**src/rtl/ssd_pkg.sv**
```systemverilog
// Shared types and constants for the score seven-segment driver.
// Segment patterns are active-low {Ca,Cb,Cc,Cd,Ce,Cf,Cg}.
package ssd_pkg;

    typedef enum logic [1:0] {
        StIdle,
        StLoad,
        StShift,
        StDone
    } conv_state_e;

    localparam logic [6:0] SEG_0     = 7'b0000001;
    localparam logic [6:0] SEG_1     = 7'b1001111;
    localparam logic [6:0] SEG_2     = 7'b0010010;
    localparam logic [6:0] SEG_3     = 7'b0000110;
    localparam logic [6:0] SEG_4     = 7'b1001100;
    localparam logic [6:0] SEG_5     = 7'b0100100;
    localparam logic [6:0] SEG_6     = 7'b0100000;
    localparam logic [6:0] SEG_7     = 7'b0001111;
    localparam logic [6:0] SEG_8     = 7'b0000000;
    localparam logic [6:0] SEG_9     = 7'b0000100;
    localparam logic [6:0] SEG_BLANK = 7'b1111111;

    localparam logic [15:0] SCORE_MAX_DISP = 16'd9999;
    localparam logic [15:0] BCD_SATURATED  = 16'h9999;

    function automatic logic [6:0] seg_decode(input logic [3:0] digit);
        logic [6:0] seg;
        case (digit)
            4'd0:    seg = SEG_0;
            4'd1:    seg = SEG_1;
            4'd2:    seg = SEG_2;
            4'd3:    seg = SEG_3;
            4'd4:    seg = SEG_4;
            4'd5:    seg = SEG_5;
            4'd6:    seg = SEG_6;
            4'd7:    seg = SEG_7;
            4'd8:    seg = SEG_8;
            4'd9:    seg = SEG_9;
            default: seg = SEG_BLANK;
        endcase
        return seg;
    endfunction

endpackage

```
**src/rtl/bin2bcd_seq.sv**
```systemverilog
// Sequential 16-bit binary to 4-digit BCD converter (double-dabble, one bit per cycle).
// bcd is valid while done is high and saturates to 9999 for larger inputs.
module bin2bcd_seq
    import ssd_pkg::*;
(
    input  logic        Clk,
    input  logic        Reset,
    input  logic        start,
    input  logic [15:0] bin,
    output logic        busy,
    output logic        done,
    output logic [15:0] bcd
);

    conv_state_e state_q, state_d;
    logic [15:0] shift_bin_q, shift_bin_d;
    logic [19:0] shift_bcd_q, shift_bcd_d;
    logic [3:0]  bit_cnt_q, bit_cnt_d;
    logic        sat_q, sat_d;
    logic [19:0] bcd_adj;

    // Add-3 correction on every digit that would overflow past 9 after the shift.
    always_comb begin
        bcd_adj = shift_bcd_q;
        for (int i = 0; i < 5; i++) begin
            if (shift_bcd_q[4*i +: 4] >= 4'd5) begin
                bcd_adj[4*i +: 4] = shift_bcd_q[4*i +: 4] + 4'd3;
            end
        end
    end

    always_comb begin
        state_d     = state_q;
        shift_bin_d = shift_bin_q;
        shift_bcd_d = shift_bcd_q;
        bit_cnt_d   = bit_cnt_q;
        sat_d       = sat_q;
        unique case (state_q)
            StIdle: begin
                if (start) begin
                    state_d = StLoad;
                end
            end
            StLoad: begin
                shift_bin_d = bin;
                shift_bcd_d = '0;
                bit_cnt_d   = '0;
                sat_d       = (bin > SCORE_MAX_DISP);
                state_d     = StShift;
            end
            StShift: begin
                {shift_bcd_d, shift_bin_d} = {bcd_adj, shift_bin_q} << 1;
                bit_cnt_d = bit_cnt_q + 4'd1;
                if (bit_cnt_q == 4'd15) begin
                    state_d = StDone;
                end
            end
            StDone: begin
                state_d = StIdle;
            end
            default: begin
                state_d = StIdle;
            end
        endcase
    end

    always_ff @(posedge Clk or posedge Reset) begin
        if (Reset) begin
            state_q     <= StIdle;
            shift_bin_q <= '0;
            shift_bcd_q <= '0;
            bit_cnt_q   <= '0;
            sat_q       <= 1'b0;
        end else begin
            state_q     <= state_d;
            shift_bin_q <= shift_bin_d;
            shift_bcd_q <= shift_bcd_d;
            bit_cnt_q   <= bit_cnt_d;
            sat_q       <= sat_d;
        end
    end

    assign busy = (state_q != StIdle);
    assign done = (state_q == StDone);
    assign bcd  = sat_q ? BCD_SATURATED : shift_bcd_q[15:0];

endmodule

```
**src/rtl/score_ssd_driver.sv**
```systemverilog
// Score to four-digit multiplexed seven-segment driver (active-low anodes and segments).
// Define SSD_LEADING_ZERO_BLANK_EN to blank leading zero digits.
module score_ssd_driver
    import ssd_pkg::*;
#(
    parameter int unsigned REFRESH_BITS = 18
) (
    input  logic        Clk,
    input  logic        Reset,
    input  logic [15:0] score,
    output logic [3:0]  anode,
    output logic [6:0]  ssdOut,
    output logic        dp
);

    localparam logic [REFRESH_BITS-1:0] CntOne = {{(REFRESH_BITS-1){1'b0}}, 1'b1};

    logic [REFRESH_BITS-1:0] refresh_cnt_q, refresh_cnt_d;
    logic [15:0] last_score_q, last_score_d;
    logic [15:0] disp_bcd_q, disp_bcd_d;
    logic        first_q, first_d;
    logic        load_q, load_d;
    logic [3:0]  anode_q, anode_d;
    logic [6:0]  ssd_q, ssd_d;

    logic        start;
    logic        conv_busy;
    logic        conv_done;
    logic [15:0] conv_bcd;
    logic [1:0]  idx;
    logic [3:0]  digit;

    // first_q forces one conversion after reset even when score matches the cleared last_score.
    assign start = first_q | (score != last_score_q);

    bin2bcd_seq u_bin2bcd (
        .Clk   (Clk),
        .Reset (Reset),
        .start (start),
        .bin   (score),
        .busy  (conv_busy),
        .done  (conv_done),
        .bcd   (conv_bcd)
    );

    // load_q marks the cycle the converter spends in LOAD, so last_score tracks what it captured.
    always_comb begin
        refresh_cnt_d = refresh_cnt_q + CntOne;
        first_d       = first_q;
        load_d        = start & ~conv_busy;
        last_score_d  = last_score_q;
        disp_bcd_d    = disp_bcd_q;
        if (start && !conv_busy) begin
            first_d = 1'b0;
        end
        if (load_q) begin
            last_score_d = score;
        end
        if (conv_done) begin
            disp_bcd_d = conv_bcd;
        end
    end

`ifdef SSD_LEADING_ZERO_BLANK_EN
    logic [3:0] blank_mask;

    always_comb begin
        blank_mask    = 4'b0000;
        blank_mask[3] = (disp_bcd_q[15:12] == 4'd0);
        blank_mask[2] = blank_mask[3] & (disp_bcd_q[11:8] == 4'd0);
        blank_mask[1] = blank_mask[2] & (disp_bcd_q[7:4] == 4'd0);
    end
`endif

    always_comb begin
        idx     = refresh_cnt_q[REFRESH_BITS-1 -: 2];
        digit   = disp_bcd_q[{idx, 2'b00} +: 4];
        anode_d = ~(4'b0001 << idx);
        ssd_d   = seg_decode(digit);
`ifdef SSD_LEADING_ZERO_BLANK_EN
        if (blank_mask[idx]) begin
            anode_d = 4'b1111;
            ssd_d   = SEG_BLANK;
        end
`endif
    end

    always_ff @(posedge Clk or posedge Reset) begin
        if (Reset) begin
            refresh_cnt_q <= '0;
            last_score_q  <= '0;
            disp_bcd_q    <= '0;
            first_q       <= 1'b1;
            load_q        <= 1'b0;
            anode_q       <= 4'b1110;
            ssd_q         <= SEG_0;
        end else begin
            refresh_cnt_q <= refresh_cnt_d;
            last_score_q  <= last_score_d;
            disp_bcd_q    <= disp_bcd_d;
            first_q       <= first_d;
            load_q        <= load_d;
            anode_q       <= anode_d;
            ssd_q         <= ssd_d;
        end
    end

    assign anode  = anode_q;
    assign ssdOut = ssd_q;
    assign dp     = 1'b1;

endmodule

```
**config.mk**
```make
export PLATFORM = sky130hd
export DESIGN_NAME = score_ssd_driver
export DESIGN_NICKNAME = d
export VERILOG_FILES = /design/src/rtl/ssd_pkg.sv /design/src/rtl/bin2bcd_seq.sv /design/src/rtl/score_ssd_driver.sv
export SDC_FILE = /design/constraint.sdc
export NUM_CORES = 1
export LEC_CHECK = 0
export ABC_CLOCK_PERIOD_IN_PS = 3900
export CAP_MARGIN = 20
export CORE_ASPECT_RATIO = 1.2
export CORE_MARGIN = 5
export CORE_UTILIZATION = 55
export DETAILED_ROUTE_END_ITERATION = 10
export GPL_TIMING_DRIVEN = 0
export PLACE_DENSITY_LB_ADDON = 0.25
export SLEW_MARGIN = 10
export SYNTH_ARGS = -nofsm -noshare
export SYNTH_HDL_FRONTEND = slang
export SYNTH_SLANG_ARGS = --single-unit
export TNS_END_PERCENT = 20
```
**constraint.sdc**
```tcl
create_clock -name Clk -period 3.9 [get_ports Clk]
set_input_delay 0.585 -clock Clk [delete_from_list [all_inputs] [get_ports Clk]]
set_output_delay 0.585 -clock Clk [all_outputs]
set_load 0.05 [all_outputs]
```
Yosys cells after proc, flatten, opt, wreduce, memory -nomap -nowiden. Memory sizes are Yosys's and may differ from the RTL's. A register that Yosys moved wholly into a read port is not among the register bits. Index checks and enable logic that the tools add are counted.

Add/sub/neg operators: 7. Magnitude comparators: 6. Eq/ne operators: 7. Shift-type cells: 2. Muxes and demuxes: 12. Bitwise operators: 4. Reduce and logical (&&, ||, !) cells: 6.

Operator list (number): $pmux W20 S2 (1); $pmux W16 S2 (1); $ge A4 B3 Y1 const B (5); $add A18 B1 Y18 const B (1); $add A4 B2 Y4 const B (4); $gt A16 B14 Y1 const B (1); $mux W16 (1); $mux W4 (4); $ne A16 B16 Y1 (1); $shiftx A16 B5 Y4 (1); $pmux W2 S4 (1); $pmux W4 S2 (1); $add A4 B1 Y4 const B (1); $eq A2 B2 Y1 const B (2); $eq A4 B4 Y1 const B (1); $mux W2 (2); $not A4 Y4 (1); $reduce_bool A2 Y1 (2); $shl A1 B2 Y4 const A (1); $add A3 B2 Y3 const B (1); $mux W3 (1); $eq A2 B1 Y1 const B (1); $logic_not A2 Y1 (1); $ne A2 B1 Y1 const B (1); 7 further kinds (7).

Register bits: 99. Memory bits (read-only): 112. Bits of input ports: 18. Memories kept: 1.

Memories: (no name shown) (depth 16, bits a word 7, rd ports 1, clocked after Yosys merged registers in 1, wr ports 0, line ssd_pkg.sv:29) `case (digit)`.

Logic depth before layout (Yosys ltp).
Depth in word-level cells: 4. Depth in mapped cells: 7.

Modules after synthesis. Synthesis repeated with hierarchy kept, for this count alone.

Cells, all modules: 428. Area, all modules: 4961.0 um^2.

By module, submodules not included: score_ssd_driver (instances 1, cells an instance 210, area each 2796.4 um^2, seq. area each 1582.8 um^2); bin2bcd_seq (instances 1, cells an instance 218, area each 2164.6 um^2, seq. area each 975.9 um^2).

Least setup slack after synthesis. No wires, ideal clock.

Path type: register -> register. From: register refresh_cnt_q[17]. To: register ssd_q[3] (netlist: ssdOut[3]). Arrival time: 1650 ps. Required time: 3823 ps. Slack: 2173 ps. Stages on the path, launching flop included: 8. Buffers on the path: 1. Period minus slack after synthesis: 1727 ps. Cells stage by stage: dfrtp_1 -> buf_4 -> mux4_2 -> inv_1 -> ha_1 -> nand2_1 -> o21ai_1 -> a21oi_1.

Longest elaborated chain between the ends: 1.

RTL lines: from (decl) (line score_ssd_driver.sv:18) `logic [REFRESH_BITS-1:0] refresh_cnt_q, refresh_cnt_d;`; from (signal assigned) (line score_ssd_driver.sv:98) `refresh_cnt_q <= refresh_cnt_d;`; $shiftx A16 B5 Y4 (line score_ssd_driver.sv:77) `digit = disp_bcd_q[{idx, 2'b00} +: 4];`; to (decl) (line score_ssd_driver.sv:24) `logic [6:0] ssd_q, ssd_d;`.

No other way between the ends. A chain may end at the register's enable or synchronous reset.

Worst setup path after layout.
From: register ssd_q[0] (netlist: ssdOut[0]). To: output port ssdOut[0].

RTL lines: to (decl) (line score_ssd_driver.sv:12) `output logic [6:0] ssdOut,`.

No word-level cell between the ends.

==> qor.log <==
INFO  timing         timing_worst_slew_pin_value=0.739ns
INFO  timing         setup_violations=0
INFO  cts            clk_transition_reported_paths=0.10ns
INFO  cts            number_of_clock_buffers_inserted_by_tritoncts=9
INFO  grt            first_global_vias=3,518
INFO  critical_path  critPathTopFamily=buffers and inverters
INFO  finish         layout_common_cells=sky130_fd_sc_hd__dfrtp_1 (97), sky130_fd_sc_hd__nor2_1 (37), sky130_fd_sc_hd__a21oi_1 (36), sky130_fd_sc_hd__inv_1 (35), sky130_fd_sc_hd__clkdlybuf4s50_1 (28)
INFO  synth          synthesis.area=0.00480mm²
INFO  grt            grt_start_max_net_pins=64
INFO  finish         final_common_cell=sky130_fd_sc_hd__dfrtp_1
INFO  finish         final_nets=518
INFO  synth          postSynthAreaPerCell=10.9µm²
INFO  synth          synth_area_leader_cell=sky130_fd_sc_hd__dfrtp_1
INFO  synth          synth-seq-area-share=53.3%
INFO  placed_design  buffer_ports.inserted=28
INFO  timing         final_period_minus_worst_setup_slack=2.26ns
INFO  cts            post_cts_resized=0
INFO  synth          synthSimpleGateAreaFrac=9.77%
INFO  synth          synth-seq-cells=102
INFO  pwr            power_per_cell_area=665mW/mm²
INFO  critical_path  end_kind=output port
INFO  die            die-height=112µm
INFO  synth          postSynth.asyncResetShare=100%
INFO  pwr            power_leakage=2.35nW
INFO  synth          synthCells=439
INFO  routing        drt_drc_violations_left=0
INFO  timing         finalCritPeriodShare=58.0%
INFO  cts            cts_htree_levels=3
INFO  synth          yosys_most_used_dff=sky130_fd_sc_hd__dfrtp_1
INFO  routing        post_drt_wl_per_cell=15.5µm
INFO  synth          main_combinational_cell_family_by_area_after_synthesis=compound AO/OA/AOI/OAI gates
INFO  placed_design  instance_area_after_placement=0.00526mm²
INFO  routing        totalWireLength=9330µm
INFO  timing         final_hold_viol_count=0
INFO  critical_path  crit_path_cell_trace=clkdlybuf4s50_1
INFO  grt            global_route.overflow_total=0
INFO  placed_design  gp_congestion=0.801
INFO  cts            cts_sinks=102
INFO  critical_path  worst-endpoint-arrival=1.68ns
INFO  synth          yosysWarningCount=0
INFO  finish         antenna_cells=0
INFO  die            placementRows=37
INFO  routing        viasPerCell=5.52
INFO  cts            postCtsSetupBuffers=0
INFO  die            boundaryPins=30
INFO  timing         rsz0062_at_grt=no
INFO  synth          post_synth_xor_area_fraction=6.20%
INFO  synth          synthTopCellsByArea=sky130_fd_sc_hd__dfrtp_1 (51%), sky130_fd_sc_hd__ha_1 (5.5%), sky130_fd_sc_hd__a21oi_1 (3.8%)
INFO  synth          synth_compound_gate_area_share=11.8%
INFO  critical_path  crit_path_start_kind=register
INFO  cts            cts_tree=done
INFO  timing         timing.final.ws_setup=1.64ns
INFO  cts            max-clock-path-buffers=2
INFO  critical_path  cp_num_buf_inv=1
INFO  finish         layout-area-overhead-vs-synth=13.9%
INFO  routing        antenna_left=0
INFO  synth          synthDominantCellAreaShare=50.6%
INFO  critical_path  worstPathMaxFanout=1
INFO  synth          synth_cell_type_count=46
INFO  cts            cts_hold_repair.buffers=0
INFO  critical_path  critPathSlowestCell=sky130_fd_sc_hd__clkdlybuf4s50_1
INFO  routing        drt_iter0_drc=178
INFO  placed_design  hpwl=6830µm
INFO  synth          synthAdderAreaFrac=5.47%
INFO  pwr            vdd.ir_drop.worst=0.000391V
INFO  timing         max_clock_freq=442MHz
INFO  job            maxCapViolations=0
INFO  synth          post_synth_mux_area_share=8.76%
INFO  routing        via_count=3,319
INFO  grt            globalRouteTotalUtil=19.4%
INFO  cts            clock_latency=0.37ns
INFO  grt            grt_antenna_before_repair=0
INFO  status         run_status=complete, no violations
INFO  critical_path  critical-path-max-stage-delay=0.79ns
INFO  critical_path  critPathRequiredTime=3.31ns
INFO  worst_hold_path worst_hold_path_type=register to register
INFO  synth          syn-num-nets=478
INFO  cts            root_buffer=sky130_fd_sc_hd__clkbuf_8
INFO  die            core=0.00856mm²
INFO  die            initial_utilization=56.1%
INFO  die            fp.dieArea=0.0107mm²
INFO  timing         max-slew-margin-rel=50.7%
INFO  routing        first_pass_iters=5
INFO  grt            global_route_wire_length_before_repair=16,300µm
INFO  critical_path  crit_type=register to output port
INFO  placed_design  placement.setup.worst_slack=1.37ns
INFO  timing         timing.clock.skew=0.0141ns
INFO  timing         number_of_pins_with_negative_max_slew_slack_in_the_final_report=0
INFO  die            die_w=95.3µm
INFO  synth          number_of_flops_mapped_to_enable_cells_by_yosys=0
INFO  finish         postLayoutCellArea=0.00547mm²
INFO  finish         final_layout_size_suffix_gt1_share=10.5%
## area by class of cell
cell class / instances / area (µm²)
Tap cell: 117 / 146
Fill cell: 661 / 3100
Multi-Input combinational cell: 281 / 2020
Buffer: 17 / 73.8
Inverter: 39 / 149
Clock buffer: 11 / 151
Timing Repair Buffer: 29 / 308
Sequential cell: 102 / 2560
Clock inverter: 5 / 57.6
## synthesized netlist by cell type, types with 8 or more instances
library cell               number
sky130_fd_sc_hd__mux2_2        12
sky130_fd_sc_hd__nand2_1       23
sky130_fd_sc_hd__nor2_1        37
sky130_fd_sc_hd__xnor2_1       20
sky130_fd_sc_hd__inv_1         36
sky130_fd_sc_hd__o21ai_0       12
sky130_fd_sc_hd__clkbuf_1      13
sky130_fd_sc_hd__a21oi_1       36
sky130_fd_sc_hd__ha_1          21
sky130_fd_sc_hd__nand3_1        8
sky130_fd_sc_hd__o22ai_1       20
sky130_fd_sc_hd__mux2i_1       18
sky130_fd_sc_hd__dfrtp_1       97
sky130_fd_sc_hd__xor2_1        14
sky130_fd_sc_hd__nand2b_1       9
## per-stage QoR
| stage | hold slack (ns) | cells | total power [mW] | setup TNS (ns) | utilization, % |
|---|---|---|---|---|---|
| after floorplan | 0.434 | 439 | 2.57 | 0 | - |
| after global placement | 0.447 | 584 | 2.91 | -75.04 | 61.0 |
| after detailed placement | 0.450 | 585 | 2.97 | 0 | 61.4 |
| after CTS | 0.471 | 601 | 3.66 | 0 | 63.8 |
| after global routing | 0.488 | 601 | 3.90 | 0 | 63.8 |
| final | 0.470 | 601 | 3.64 | 0 | 63.8 |
## logic make-up after synthesis
kind of cell / after synthesis
and+or+nand+nor: 97
muxes: 35
xor gates and xnor gates: 34
AOI/OAI and AO/OA: 93
adders and majority gates: 21
DFF: 102
other: 1
buffers and inverters: 56
## power by group
part	switching, mW	internal, mW	total (mW)
Sequential	0.161	1.35	1.51
Clock	0.361	0.331	0.692
Combinational	0.871	0.565	1.44
Total	1.39	2.24	3.64
## metal layers
metal / routed length [µm] / GRT usage (%) / share of wire [%] / vias to the layer above
met2: 5130 / 34.8 / 55 / 59
li1: - / - / - / 1582
met4: 187 / 5.87 / 2.0 / 0
met1: 3760 / 22.6 / 40 / 1665
met3: 245 / 4.29 / 2.6 / 13
met5: 0 / 0 / 0 / -
## sequential cells by signal, summed over array words and instances, names as in the netlist
signal	count
u_bin2bcd.shift_bin_q	16
ssdOut	7
refresh_cnt_q	18
u_bin2bcd.shift_bcd_q	16
first_q	1
u_bin2bcd.bit_cnt_q	4
u_bin2bcd.state_q	2
anode	4
load_q	1
u_bin2bcd.sat_q	1
last_score_q	16
disp_bcd_q	16
## worst paths after layout
kind / depth (start not counted) / slack, ns / startpoint / endpoint
setup / recovery: 1 / 1.64 / ssdOut[0] / ssdOut[0]
max in group asynchronous: 3 / 2.55 / Reset / first_q
hold reg to reg: 1 / 0.47 / refresh_cnt_q[9] / refresh_cnt_q[9]
min in group asynchronous: 2 / 0.62 / Reset / u_bin2bcd.shift_bin_q[10]
setup reg to reg: 5 / 1.81 / u_bin2bcd.state_q[0] / u_bin2bcd.shift_bcd_q[8]
hold / removal: 1 / 0.47 / refresh_cnt_q[9] / refresh_cnt_q[9]
Note: power is estimated with default switching activity, not from simulation.
